## src/rtl/result_byte_deser_if.sv

```systemverilog
// Byte-stream and result-handshake bundle for result_byte_deser.
// master = deserializer side, slave = byte source / host side.
interface result_byte_deser_if;
  logic [7:0]  byte_in;
  logic        byte_vld;
  logic        sign_in;
  logic [63:0] res_data;
  logic        res_sign;
  logic        res_valid;
  logic        res_ready;
  logic        busy;
  logic        frame_err;
  logic        ovf;

  modport master (
    input  byte_in, byte_vld, sign_in, res_ready,
    output res_data, res_sign, res_valid, busy, frame_err, ovf
  );

  modport slave (
    output byte_in, byte_vld, sign_in, res_ready,
    input  res_data, res_sign, res_valid, busy, frame_err, ovf
  );
endinterface

```

## src/rtl/result_byte_deser.sv

```systemverilog
// Reassembles the 8-bit result stream into words and queues them for the host.
// Optional macro RESULT_DESER_STATS_EN adds saturating frame_cnt / drop_cnt outputs.
module result_byte_deser #(
  parameter int BYTES_PER_WORD = 8,
  parameter int TIMEOUT_CYC    = 64,
  parameter int QDEPTH         = 2
) (
  input  logic                clk,
  input  logic                reset,
  result_byte_deser_if.master bus
`ifdef RESULT_DESER_STATS_EN
  ,
  output logic [15:0]         frame_cnt,
  output logic [15:0]         drop_cnt
`endif
);

  localparam int W  = 8 * BYTES_PER_WORD;
  localparam int CW = $clog2(BYTES_PER_WORD + 1);
  localparam int TW = $clog2(TIMEOUT_CYC + 1);
  localparam int PW = (QDEPTH > 1) ? $clog2(QDEPTH) : 1;
  localparam logic [CW-1:0] LAST_CNT = CW'(BYTES_PER_WORD - 1);
  localparam logic [TW-1:0] TMO_LAST = TW'(TIMEOUT_CYC - 1);
  localparam logic [PW:0]   Q_FULL   = (PW + 1)'(QDEPTH);

  typedef enum logic [0:0] {
    IDLE    = 1'b0,
    COLLECT = 1'b1
  } state_t;

  state_t        state_r, state_nxt_s;
  logic [CW-1:0] byte_cnt_r, byte_cnt_nxt_s;
  logic [TW-1:0] tmo_cnt_r, tmo_cnt_nxt_s;
  logic [W-1:0]  shift_r, shift_nxt_s;
  logic          sign_r, sign_nxt_s;
  logic          done_s, tmo_s, pop_s, push_s, drop_s, full_s;

  logic [W:0]    mem_r [QDEPTH];
  logic [PW-1:0] wr_ptr_r, rd_ptr_r;
  logic [PW:0]   count_r;
  logic          ovf_r, frame_err_r;

  // Next-state and frame-assembly decode
  always_comb begin
    state_nxt_s    = state_r;
    byte_cnt_nxt_s = byte_cnt_r;
    tmo_cnt_nxt_s  = tmo_cnt_r;
    shift_nxt_s    = shift_r;
    sign_nxt_s     = sign_r;
    done_s         = 1'b0;
    tmo_s          = 1'b0;
    case (state_r)
      IDLE: begin
        if (bus.byte_vld) begin
          shift_nxt_s   = W'(bus.byte_in);
          sign_nxt_s    = bus.sign_in;
          tmo_cnt_nxt_s = '0;
          if (BYTES_PER_WORD == 1) begin
            done_s         = 1'b1;
            byte_cnt_nxt_s = '0;
          end else begin
            byte_cnt_nxt_s = CW'(1);
            state_nxt_s    = COLLECT;
          end
        end else begin
          byte_cnt_nxt_s = '0;
        end
      end
      COLLECT: begin
        if (bus.byte_vld) begin
          shift_nxt_s   = (shift_r << 8) | W'(bus.byte_in);
          tmo_cnt_nxt_s = '0;
          if (byte_cnt_r == LAST_CNT) begin
            done_s         = 1'b1;
            byte_cnt_nxt_s = '0;
            state_nxt_s    = IDLE;
          end else begin
            byte_cnt_nxt_s = byte_cnt_r + CW'(1);
          end
        end else if (tmo_cnt_r == TMO_LAST) begin
          tmo_s          = 1'b1;
          byte_cnt_nxt_s = '0;
          tmo_cnt_nxt_s  = '0;
          state_nxt_s    = IDLE;
        end else begin
          tmo_cnt_nxt_s = tmo_cnt_r + TW'(1);
        end
      end
      default: begin
        state_nxt_s    = IDLE;
        byte_cnt_nxt_s = '0;
        tmo_cnt_nxt_s  = '0;
      end
    endcase
  end

  // A completed frame may enter a full queue only if the head leaves this cycle
  assign pop_s  = (count_r != '0) && bus.res_ready;
  assign full_s = (count_r == Q_FULL);
  assign push_s = done_s && (!full_s || pop_s);
  assign drop_s = done_s && full_s && !pop_s;

  // FSM and assembly registers
  always_ff @(posedge clk) begin
    if (reset) begin
      state_r     <= IDLE;
      byte_cnt_r  <= '0;
      tmo_cnt_r   <= '0;
      shift_r     <= '0;
      sign_r      <= 1'b0;
      ovf_r       <= 1'b0;
      frame_err_r <= 1'b0;
    end else begin
      state_r     <= state_nxt_s;
      byte_cnt_r  <= byte_cnt_nxt_s;
      tmo_cnt_r   <= tmo_cnt_nxt_s;
      shift_r     <= shift_nxt_s;
      sign_r      <= sign_nxt_s;
      ovf_r       <= drop_s;
      frame_err_r <= tmo_s;
    end
  end

  // Result queue storage, pointers and occupancy
  always_ff @(posedge clk) begin
    if (reset) begin
      for (int i = 0; i < QDEPTH; i++) begin
        mem_r[i] <= '0;
      end
      wr_ptr_r <= '0;
      rd_ptr_r <= '0;
      count_r  <= '0;
    end else begin
      if (push_s) begin
        mem_r[wr_ptr_r] <= {sign_nxt_s, shift_nxt_s};
        wr_ptr_r        <= wr_ptr_r + PW'(1);
      end else begin
        wr_ptr_r <= wr_ptr_r;
      end
      if (pop_s) begin
        rd_ptr_r <= rd_ptr_r + PW'(1);
      end else begin
        rd_ptr_r <= rd_ptr_r;
      end
      case ({push_s, pop_s})
        2'b10:   count_r <= count_r + (PW + 1)'(1);
        2'b01:   count_r <= count_r - (PW + 1)'(1);
        default: count_r <= count_r;
      endcase
    end
  end

  assign bus.res_data  = 64'(mem_r[rd_ptr_r][W-1:0]);
  assign bus.res_sign  = mem_r[rd_ptr_r][W];
  assign bus.res_valid = (count_r != '0);
  assign bus.busy      = (state_r == COLLECT);
  assign bus.frame_err = frame_err_r;
  assign bus.ovf       = ovf_r;

`ifdef RESULT_DESER_STATS_EN
  // Saturating event counters
  always_ff @(posedge clk) begin
    if (reset) begin
      frame_cnt <= 16'h0000;
      drop_cnt  <= 16'h0000;
    end else begin
      if (push_s && (frame_cnt != 16'hFFFF)) begin
        frame_cnt <= frame_cnt + 16'h0001;
      end else begin
        frame_cnt <= frame_cnt;
      end
      if ((drop_s || tmo_s) && (drop_cnt != 16'hFFFF)) begin
        drop_cnt <= drop_cnt + 16'h0001;
      end else begin
        drop_cnt <= drop_cnt;
      end
    end
  end
`endif

endmodule

```

## src/flat_wrapper.sv

```systemverilog
// flat-port wrapper written by rule: the top's interface ports become plain ports
module result_byte_deser_flat 
#(
  parameter int BYTES_PER_WORD = 8,
  parameter int TIMEOUT_CYC    = 64,
  parameter int QDEPTH         = 2
)
  (clk, reset, bus_byte_in, bus_byte_vld, bus_sign_in, bus_res_ready, bus_res_data, bus_res_sign, bus_res_valid, bus_busy, bus_frame_err, bus_ovf);
  result_byte_deser_if bus_i ();
  input  logic clk;
  input  logic reset;
  input wire logic [$bits(bus_i.byte_in)-1:0] bus_byte_in;
  input wire logic [$bits(bus_i.byte_vld)-1:0] bus_byte_vld;
  input wire logic [$bits(bus_i.sign_in)-1:0] bus_sign_in;
  input wire logic [$bits(bus_i.res_ready)-1:0] bus_res_ready;
  output wire logic [$bits(bus_i.res_data)-1:0] bus_res_data;
  output wire logic [$bits(bus_i.res_sign)-1:0] bus_res_sign;
  output wire logic [$bits(bus_i.res_valid)-1:0] bus_res_valid;
  output wire logic [$bits(bus_i.busy)-1:0] bus_busy;
  output wire logic [$bits(bus_i.frame_err)-1:0] bus_frame_err;
  output wire logic [$bits(bus_i.ovf)-1:0] bus_ovf;
  assign bus_i.byte_in = bus_byte_in;
  assign bus_i.byte_vld = bus_byte_vld;
  assign bus_i.sign_in = bus_sign_in;
  assign bus_i.res_ready = bus_res_ready;
  assign bus_res_data = bus_i.res_data;
  assign bus_res_sign = bus_i.res_sign;
  assign bus_res_valid = bus_i.res_valid;
  assign bus_busy = bus_i.busy;
  assign bus_frame_err = bus_i.frame_err;
  assign bus_ovf = bus_i.ovf;
  result_byte_deser #(.BYTES_PER_WORD(BYTES_PER_WORD), .TIMEOUT_CYC(TIMEOUT_CYC), .QDEPTH(QDEPTH)) u_core (.clk(clk), .reset(reset), .bus(bus_i));
endmodule
```

## config.mk

```make
export PLATFORM = sky130hd
export DESIGN_NAME = result_byte_deser_flat
export DESIGN_NICKNAME = d
export VERILOG_FILES = /design/src/rtl/result_byte_deser_if.sv /design/src/rtl/result_byte_deser.sv /design/src/flat_wrapper.sv
export SDC_FILE = /design/constraint.sdc
export NUM_CORES = 1
export LEC_CHECK = 0
export ABC_CLOCK_PERIOD_IN_PS = 4950
export CAP_MARGIN = 0
export CORE_MARGIN = 4
export CORE_UTILIZATION = 30
export DETAILED_ROUTE_END_ITERATION = 16
export GPL_ROUTABILITY_DRIVEN = 0
export SYNTH_ARGS = -nofsm -noshare
export SYNTH_HDL_FRONTEND = slang
export SYNTH_SLANG_ARGS = --single-unit
```

## constraint.sdc

```tcl
create_clock -name clk -period 4.95 [get_ports clk]
set_clock_uncertainty 0.05 [all_clocks]
set_input_delay 0.495 -clock clk [delete_from_list [all_inputs] [get_ports clk]]
set_output_delay 0.495 -clock clk [all_outputs]
set_load 0.01 [all_outputs]
```

== After elaboration in Yosys (flattened, before gate mapping) ==
Memories as Yosys holds them, arrays and structs flattened. A register that Yosys moved wholly into a read port is not among the register bits.
Cells that the tools add are included.

* Register bits: 83
* Memories kept: 1
* Memory bits (writable): 130
* Output and inout bits: 69
* Input bits: 13

{| class="wikitable"
|+ Memory list
! name !! words !! bits a word !! rd ports !! clocked after Yosys merged registers in !! write ports !! RTL line !! source
|-
| u_core.mem_r || 2 || 65 || 1 || 1 || 2 || result_byte_deser.sv:38 || <nowiki>logic [W:0] mem_r [QDEPTH];</nowiki>
|}

* $add $sub $neg: 6
* Mux-type cells: 34
* Reduce and logical (&&, ||, !) cells: 11
* Equal/unequal tests: 7
* Bitwise gates (word level): 2

{| class="wikitable"
|+ Operators with widths
! operator !! number
|-
| 64-bit two-way mux || 2
|-
| 64-bit case mux with 2 select lines || 1
|-
| 65-bit two-way mux || 1
|-
| 65-bit OR reduction || 1
|-
| 64-bit by 8-bit OR with 64-bit output || 1
|-
| 7-bit two-way mux || 3
|-
| 1-bit two-way mux || 20
|-
| 7-bit case mux with 2 select lines || 1
|-
| 4-bit two-way mux || 3
|-
| 4-bit case mux with 2 select lines || 1
|-
| 7-bit by 1-bit adder with 7-bit output (second input constant) || 1
|-
| 7-bit by 6-bit equality test with 1-bit output (second input constant) || 1
|-
| 4-bit by 1-bit adder with 4-bit output (second input constant) || 1
|-
| 2-bit equality test (second input constant) || 2
|-
| 4-bit by 3-bit equality test with 1-bit output (second input constant) || 1
|-
| 1-bit logical AND || 4
|-
| 2-bit case mux with 2 select lines || 1
|-
| 2-bit nonzero test || 2
|-
| 3-bit != test (second input constant) || 1
|-
| 3-bit OR reduction || 1
|-
| 1-bit adder (second input constant) || 2
|-
| 2-bit by 1-bit adder with 2-bit output (second input constant) || 1
|-
| 2-bit by 1-bit equality test with 1-bit output (second input constant) || 1
|-
| 1-bit zero test || 2
|-
| 5 further kinds || 5
|}

== Logic depth before layout (Yosys ltp) ==
Gate-level depths: netlist (run 1).

* Depth in word-level cells: 10
* Gate-level depth with buffers: 8
* Depth with buffers taken out: 8

== Least setup slack after synthesis (run 1) ==
Ideal clock, no wire load.

* Path type: input-to-reg
* Start: input reset
* End: memory u_core.mem_r[0][0] (netlist name) (enable)
* Stages on the path: 3
* Required time: 4466 ps
* Setup time: 434 ps
* Data arrival time: 2629 ps
* Slack: 1838 ps
* Path through: clkbuf_1 clkbuf_1 nand2b_1

{| class="wikitable"
|+ RTL lines
! item !! RTL line !! source
|-
| from (decl) || flat_wrapper.sv:11 || <nowiki>input logic reset;</nowiki>
|-
| to (decl) || result_byte_deser.sv:38 ||
|}

==> metrics.log, run 1 <==
[metrics] shortest clock period the worst path allows after layout: roughly 3400 ps
[metrics] global-route wire length before repair: roughly 33,000 um
[metrics] Buffers on Ports: 81
[metrics] R2R setup slack: around 2300 ps
[metrics] DP Wirelength: 12,600 um
[metrics] share of power burned in the clock network: between 40% and 50%
[metrics] count of hold buffers inserted by post-cts repair: 0
[metrics] die height: about 180 um
[metrics] adder-cell share of the synthesized area: less than 1%
[metrics] hold path endpoint: u_core.tmo_cnt_r[6]
[metrics] I/O Pins: 82
[metrics] pin count of the biggest net entering global routing: 81
[metrics] Max Cap Viol: 0
[metrics] reported net switching power: around 0.77 mW
[metrics] x dimension of the die: between 150 and 200 um
[metrics] critical-path maximum fanout: 46
[metrics] clock sinks: around 210
[metrics] worst slack, placed: about 1900 ps
[metrics] combinational family with the most area after synthesis: simple AND/OR/NAND/NOR gates
[metrics] final clock period utilization by the worst path: about two thirds
[metrics] share of total power in sequential cells: 53.3%
[metrics] RSZ-0062 raised after global routing: no
[metrics] 1st-pass router iterations: 5
[metrics] summed negative setup slack over all endpoints: 0 ps
[metrics] internal portion of total power: between 2 and 3 mW
[metrics] post-route worst hold slack: 393 ps
[metrics] Overflow after GRT: 0
[metrics] Final WS setup: around 1600 ps
[metrics] fraction of final layout cells sized beyond drive strength 1: approximately 14%
[metrics] Hold Startpoint: u_core.tmo_cnt_r[6]
[metrics] final-report max-slew violation count: 0
[metrics] switch share: roughly a fifth
[metrics] CTS tree: built
[metrics] number of distinct library cells after synthesis: 47
[metrics] Routed wire per std cell: 16.2 um
[metrics] slew at the pin closest to its max-slew limit: around 1200 ps
[metrics] depth of the worst hold-timing path: 1
[metrics] Data required, critical path: about 4400 ps
[metrics] number of vias in the routed layout: between 5,000 and 6,000
[metrics] share of flip-flops with an asynchronous set or reset after synthesis: 0%
[metrics] worst supply voltage drop on vdd: 0.188 mV
[metrics] vias in the first global route: around 5,900
[metrics] maximum level of the CTS H-tree: 1
[metrics] Yosys reg bits: roughly 210
[metrics] type of element capturing the critical path: output pin
[metrics] Max-slew headroom: 20.5%
[metrics] result of the run: complete, no violations
[metrics] instance area at placement: 10,100 um2
[metrics] drt total wl: 20,300 um
[metrics] Synthesized Nets: about 800
[metrics] Post-DRT Antenna Nets: 0
[metrics] sort of element at the start of the critical path: register
[metrics] xor/xnor cell area share of the yosys netlist: less than 1%
[metrics] Setup violations, final: 0
[metrics] number of antenna violations at the first check in global routing: 0
[metrics] via density per instance: 4.55
[metrics] clk_lat worst skew: between 400 and 500 ps
[metrics] ant diodes: 0
[metrics] fraction of the mapped netlist area in compound gates: under 10%
[metrics] WL met2: about 9300 um
[metrics] root buffer selected by CTS: sky130_fd_sc_hd__clkbuf_16
[metrics] EDFF count, synth: 130
[metrics] fraction of synthesized area in multiplexers: 9.18%
[metrics] Resized Gates After CTS: 0
[metrics] topmost layer with routed signal wires: met4
[metrics] sequential-to-total area share from yosys stat: between 60% and 70%
[metrics] layout overhead on the synthesized area: 19.1%
[metrics] Mapped Area: around 9100 um2
[metrics] starting DRC count in detailed routing: around 410
[metrics] beginning of the worst register-to-register path: u_core.byte_cnt_r[0]
[metrics] synthesized-area fraction occupied by and/or/nand/nor cells: around 16%
[metrics] clock transition time at the flip-flop clock pins of the worst setup and hold paths: ~60 ps
[metrics] Final Total Pwr: 3.65 mW
[metrics] post-synth top area share: 43.1%
[metrics] postcts setup bufs: 0
[metrics] area of the die: ~33,000 um2
[metrics] largest cells by area after synthesis: sky130_fd_sc_hd__edfxtp_1, sky130_fd_sc_hd__dfxtp_1, sky130_fd_sc_hd__mux2_2, sky130_fd_sc_hd__nor2_1, sky130_fd_sc_hd__a21o_1
[metrics] GRT Util Overall: 12.3%
[metrics] type of the most critical hold path: reg -> reg
[metrics] Post-Syn Instances: about 790
[metrics] effective utilization at floorplan: 30.5%
[metrics] number of buffers created by CTS: 23
[metrics] leakage power summed over all cells: just over 4 nW
[metrics] cell area after layout: 10,800 um2
[metrics] CP Class: reg -> out
[metrics] floorplan core area: 29,700 um2
[metrics] cell taking the most area after synthesis: sky130_fd_sc_hd__edfxtp_1
[metrics] met3 wire length: slightly below 900 um
[metrics] Data arrival, critical path: ~2800 ps
[metrics] remaining routing DRC violations: 0
[metrics] buffers from clock root to sink, at most: 3
[metrics] fill count: just under 3,000
[metrics] count of nets after finishing: roughly 870
[metrics] number of warnings issued by yosys: 0
[metrics] detailed-routing wirelength on met1: 9630 um
[metrics] mean instance size in the synthesized netlist: 11.5 um2
[metrics] Highest Clock Rate: 297 MHz
[metrics] combinational power share: 4.9%
[metrics] endpoint of the most critical register-to-register path: u_core.mem_r[0][10]
[metrics] primary flip-flop cell chosen by synthesis mapping: sky130_fd_sc_hd__edfxtp_1
[metrics] Register-to-Register Path Depth: 5
[metrics] Cell Rows: between 60 and 70
[metrics] number of hold violations in the final report: 0
[metrics] Pwr Density: between 300 and 400 nW/um2
-- power groups by stage --
| stage | clock [mW] | combinational [mW] | sequential, mW |
|---|---|---|---|
| after floorplan | 0 | 0.104 | 1.98 |
| after global placement | 0 | 0.181 | 1.98 |
| after detailed placement | 0 | 0.182 | 1.98 |
| after CTS | 1.57 | 0.183 | 1.94 |
| after global routing | 1.65 | 0.195 | 1.95 |
| final | 1.53 | 0.178 | 1.94 |
-- sequential cells by signal (all words and copies together) (netlist names), named ones only --
signal and count:
u_core.tmo_cnt_r 7, u_core.bus.ovf 1, u_core.sign_r 1, u_core.wr_ptr_r 1, u_core.shift_r 64, u_core.byte_cnt_r 4
u_core.count_r 2, u_core.rd_ptr_r 1, u_core.bus.frame_err 1, u_core.mem_r 130, u_core.bus.busy 1
-- per-stage QoR --
stage	utilization (%)	cells
4_1_cts	36.3	1255
3_5_place_dp	34.1	1214
5_1_grt	36.3	1255
3_3_place_gp	34.1	1214
6_report	36.3	1255
2_1_floorplan	-	786
-- layout by cell type (no fill, tap or decap), types with 4 or more instances in the layout --
cell type / instances
sky130_fd_sc_hd__a21o_1: 56
sky130_fd_sc_hd__a21oi_1: 4
sky130_fd_sc_hd__buf_4: 11
sky130_fd_sc_hd__clkbuf_1: 10
sky130_fd_sc_hd__clkbuf_16: 23
sky130_fd_sc_hd__clkdlybuf4s50_1: 79
sky130_fd_sc_hd__clkinv_1: 4
sky130_fd_sc_hd__dfxtp_1: 82
sky130_fd_sc_hd__edfxtp_1: 130
sky130_fd_sc_hd__inv_1: 65
sky130_fd_sc_hd__mux2_2: 65
sky130_fd_sc_hd__mux2i_1: 10
sky130_fd_sc_hd__nand2_1: 5
sky130_fd_sc_hd__nand2b_1: 59
sky130_fd_sc_hd__nand3_1: 61
sky130_fd_sc_hd__nor2_1: 136
sky130_fd_sc_hd__or2_2: 10
-- area by class of cell --
type / instances / area (um2) / area share, %
Multi-Input combinational cell: 453 / 2940 / 27.2
Inverter: 66 / 248 / 2.29
Clock inverter: 7 / 30.0 / 0.278
Clock buffer: 34 / 627 / 5.81
Sequential cell: 214 / 5590 / 51.8
Tap cell: 390 / 488 / 4.52
Timing Repair Buffer: 91 / 878 / 8.14
-- critical path: stages, from the launching register on --
cell and delay, ps:
sky130_fd_sc_hd__dfxtp_2 690, sky130_fd_sc_hd__buf_4 650, sky130_fd_sc_hd__mux2_2 440, sky130_fd_sc_hd__clkdlybuf4s50_1 490
-- cells by family after synthesis --
logic type / count (synthesis)
XOR/XNOR: 5
AND/OR/NAND/NOR: 291
flip-flops: 214
adder cells (fa/ha/maj): 3
buffers and inverters: 119
multiplexers: 75
AO/OA/AOI/OAI: 79
-- worst max-delay path by stage --
stage	to	slack, ps	cells past startpoint
floorplan	u_core.mem_r[0][0]	1840	3
global placement	u_core.mem_r[0][27]	1930	5
global route	bus_res_data[29]	1450	3
finish	bus_res_data[29]	1580	3
detailed placement	u_core.mem_r[0][14]	1890	5
CTS	bus_res_data[29]	1490	3
-- synthesized netlist by cell type, types with 15 or more instances --
| cell | count |
|---|---|
| sky130_fd_sc_hd__dfxtp_1 | 84 |
| sky130_fd_sc_hd__edfxtp_1 | 130 |
| sky130_fd_sc_hd__inv_1 | 65 |
| sky130_fd_sc_hd__nand3_1 | 61 |
| sky130_fd_sc_hd__a21o_1 | 56 |
| sky130_fd_sc_hd__buf_2 | 21 |
| sky130_fd_sc_hd__nor2_1 | 136 |
| sky130_fd_sc_hd__clkbuf_1 | 15 |
| sky130_fd_sc_hd__mux2_2 | 65 |
| sky130_fd_sc_hd__nand2b_1 | 61 |
-- metal layers --
layer  up-vias  track usage [%]
met2       109             19.8
met3        29             2.18
met1      2765             17.2
li1       2806                -
met5         -                0
met4         0             2.91
(Power assumes the default switching activity.)
==> run 2, diff against run 1 <==
ABC_CLOCK_PERIOD_IN_PS = 3300   (was 4950)
clock period = 3.3 ns   (was 4.95 ns; I/O delays follow)
==> metrics.log, run 2 (synthesis results as in run 1) <==
[metrics] leakage power summed over all cells: around 4.1 nW
[metrics] Data arrival, critical path: 2140 ps
[metrics] shortest clock period the worst path allows after layout: about 2500 ps
[metrics] area of the die: 33,100 um2
[metrics] global-route wire length before repair: about 32,000 um
[metrics] CTS tree: built
[metrics] Buffers on Ports: 81
[metrics] x dimension of the die: 182 um
[metrics] worst slack, placed: about 1000 ps
[metrics] number of buffers created by CTS: 23
[metrics] sort of element at the start of the critical path: register
[metrics] remaining routing DRC violations: 0
[metrics] Setup violations, final: 0
[metrics] type of the most critical hold path: in -> reg
[metrics] number of vias in the routed layout: 5,752
[metrics] final-report max-slew violation count: 0
[metrics] count of nets after finishing: approximately 870
[metrics] DP Wirelength: 12,500 um
[metrics] clk_lat worst skew: roughly 500 ps
[metrics] delay contributed by the slowest stage of the critical path: just under 500 ps
[metrics] ant diodes: 0
[metrics] number of flip-flops in the largest register: 130
[metrics] clock sinks: around 210
[metrics] result of the run: complete, no violations
[metrics] leading cell type in the layout, fill and taps excluded: sky130_fd_sc_hd__nor2_1
[metrics] Placed Cells: around 1,200
[metrics] Max stage delay cell, worst path: sky130_fd_sc_hd__clkdlybuf4s50_1
[metrics] Max Cap Viol: 0
[metrics] maximum level of the CTS H-tree: 1
[metrics] largest register by flop count: u_core.mem_r
[metrics] I/O Pins: 82
[metrics] Hold Startpoint: reset
[metrics] Cell Rows: 63
[metrics] Overflow after GRT: 0
[metrics] die height: approximately 180 um
[metrics] endpoint of the most critical register-to-register path: u_core.mem_r[0][24]
[metrics] Top delay family on crit path: buffers and inverters
[metrics] Max-slew headroom: between 40 and 50%
[metrics] Final WS setup: 779 ps
[metrics] Resized Gates After CTS: 0
[metrics] root buffer selected by CTS: sky130_fd_sc_hd__clkbuf_16
[metrics] effective utilization at floorplan: 30.5%
[metrics] drt total wl: between 20,000 and 25,000 um
[metrics] summed negative setup slack over all endpoints: 0 ps
[metrics] depth of the worst hold-timing path: 3
[metrics] Data required, critical path: roughly 2900 ps
[metrics] count of hold buffers inserted by post-cts repair: 0
[metrics] postcts setup bufs: 0
[metrics] type of element capturing the critical path: output pin
[metrics] 1st-pass router iterations: 5
[metrics] Finished Layout Cells: approximately 1,300
[metrics] worst supply voltage drop on vdd: between 0.3 and 0.4 mV
[metrics] CP Cell Sequence: buf_12, mux2_2, clkdlybuf4s50_1
[metrics] Post-DRT Antenna Nets: 0
[metrics] clock transition time at the flip-flop clock pins of the worst setup and hold paths: 60 ps
[metrics] CP Class: reg -> out
[metrics] vias in the first global route: a little under 6,000
[metrics] Routed wire per std cell: 16.0 um
[metrics] RSZ-0062 raised after global routing: no
[metrics] beginning of the worst register-to-register path: u_core.byte_cnt_r[0]
[metrics] hold path endpoint: u_core.rd_ptr_r
[metrics] buffers from clock root to sink, at most: 3
[metrics] pin count of the biggest net entering global routing: 130
[metrics] starting DRC count in detailed routing: 493
[metrics] R2R setup slack: about 1100 ps
[metrics] number of antenna violations at the first check in global routing: 0
[metrics] slew at the pin closest to its max-slew limit: slightly below 800 ps
[metrics] via density per instance: ~4.6
[metrics] Highest Clock Rate: approximately 400 MHz
[metrics] largest registers ranked by flip-flop count: u_core.mem_r (130), u_core.shift_r (64), u_core.tmo_cnt_r (7)
[metrics] layout overhead on the synthesized area: 20.4%
[metrics] Pwr Density: slightly above 500 nW/um2
[metrics] Register-to-Register Path Depth: 5
[metrics] final clock period utilization by the worst path: ~76%
[metrics] commonest cells after routing, fill and taps aside: sky130_fd_sc_hd__nor2_1, sky130_fd_sc_hd__edfxtp_1, sky130_fd_sc_hd__dfxtp_1
[metrics] critical-path maximum fanout: 65
[metrics] GRT Util Overall: between 10% and 20%
[metrics] number of hold violations in the final report: 0
[metrics] floorplan core area: 29,700 um2
[metrics] fraction of final layout cells sized beyond drive strength 1: ~15%
[metrics] buffer and inverter count on the worst path: 2
==> run 2: changes by cell type in the layout (fill, tap and decap cells not counted), sizes merged <==
| cell | before | now |
|---|---|---|
| inv | 66 | 68 |
| bufinv | 0 | 2 |
| clkinv | 7 | 8 |
| clkbuf | 34 | 29 |
| buf | 12 | 15 |
==> run 2: power by group <==
group / internal [mW] / total (mW) / switching [mW]
registers: 2.89 / 2.91 / 0.0205
clock network: 1.46 / 2.49 / 1.03
logic: 0.118 / 0.272 / 0.154
==> run 2: area by class of cell <==
type,count,area [um2]
clock inverter,12,110
fill,2923,18800
timing repair buffer,94,938
clock buffer,29,608
multi-input combinational,453,2940
inverter,66,248
tap,390,488
sequential,214,5590
==> run 2: how the worst max path moves through the flow <==
stage / start / endpoint / slack (ps) / cells past startpoint
after floorplan: u_core.byte_cnt_r[0] / u_core.mem_r[0][0] / 270 / 5
after global placement: bus_res_ready / u_core.mem_r[0][14] / 1040 / 5
after detailed placement: bus_res_ready / u_core.mem_r[0][15] / 1010 / 5
after CTS: u_core.bus.busy / bus_busy / 740 / 2
after global routing: u_core.bus.busy / bus_busy / 640 / 2
final: register / bus_res_data[61] / 780 / 3
==> run 2: routing by layer <==
metal | vias to the layer above | track usage (%) | share of wire [%]
met5 | - | 0 | 0
met3 | 24 | 2.06 | 5.2
met4 | 0 | 2.34 | 1.6
li1 | 2810 | - | -
met2 | 134 | 19.8 | 48
met1 | 2784 | 16.9 | 46
==> run 2: worst reg2reg max path, cell delays in order (launching register included) <==
cell	delay, ps
sky130_fd_sc_hd__dfxtp_1	380
sky130_fd_sc_hd__ha_1	210
sky130_fd_sc_hd__and2_1	290
sky130_fd_sc_hd__nand4_4	270
sky130_fd_sc_hd__nand2b_2	160
sky130_fd_sc_hd__buf_4	440
==> run 2: per-stage QoR <==
step / util (%) / hold slack, ps / power, mW / cell area (um2)
2_1_floorplan: - / 375 / 3.12 / 9070
3_3_place_gp: 34.3 / 380 / 3.25 / 10200
3_5_place_dp: 34.3 / 384 / 3.25 / 10200
4_1_cts: 36.7 / 329 / 5.75 / 10900
5_1_grt: 36.7 / 346 / 5.89 / 10900
6_report: 36.7 / 345 / 5.67 / 10900
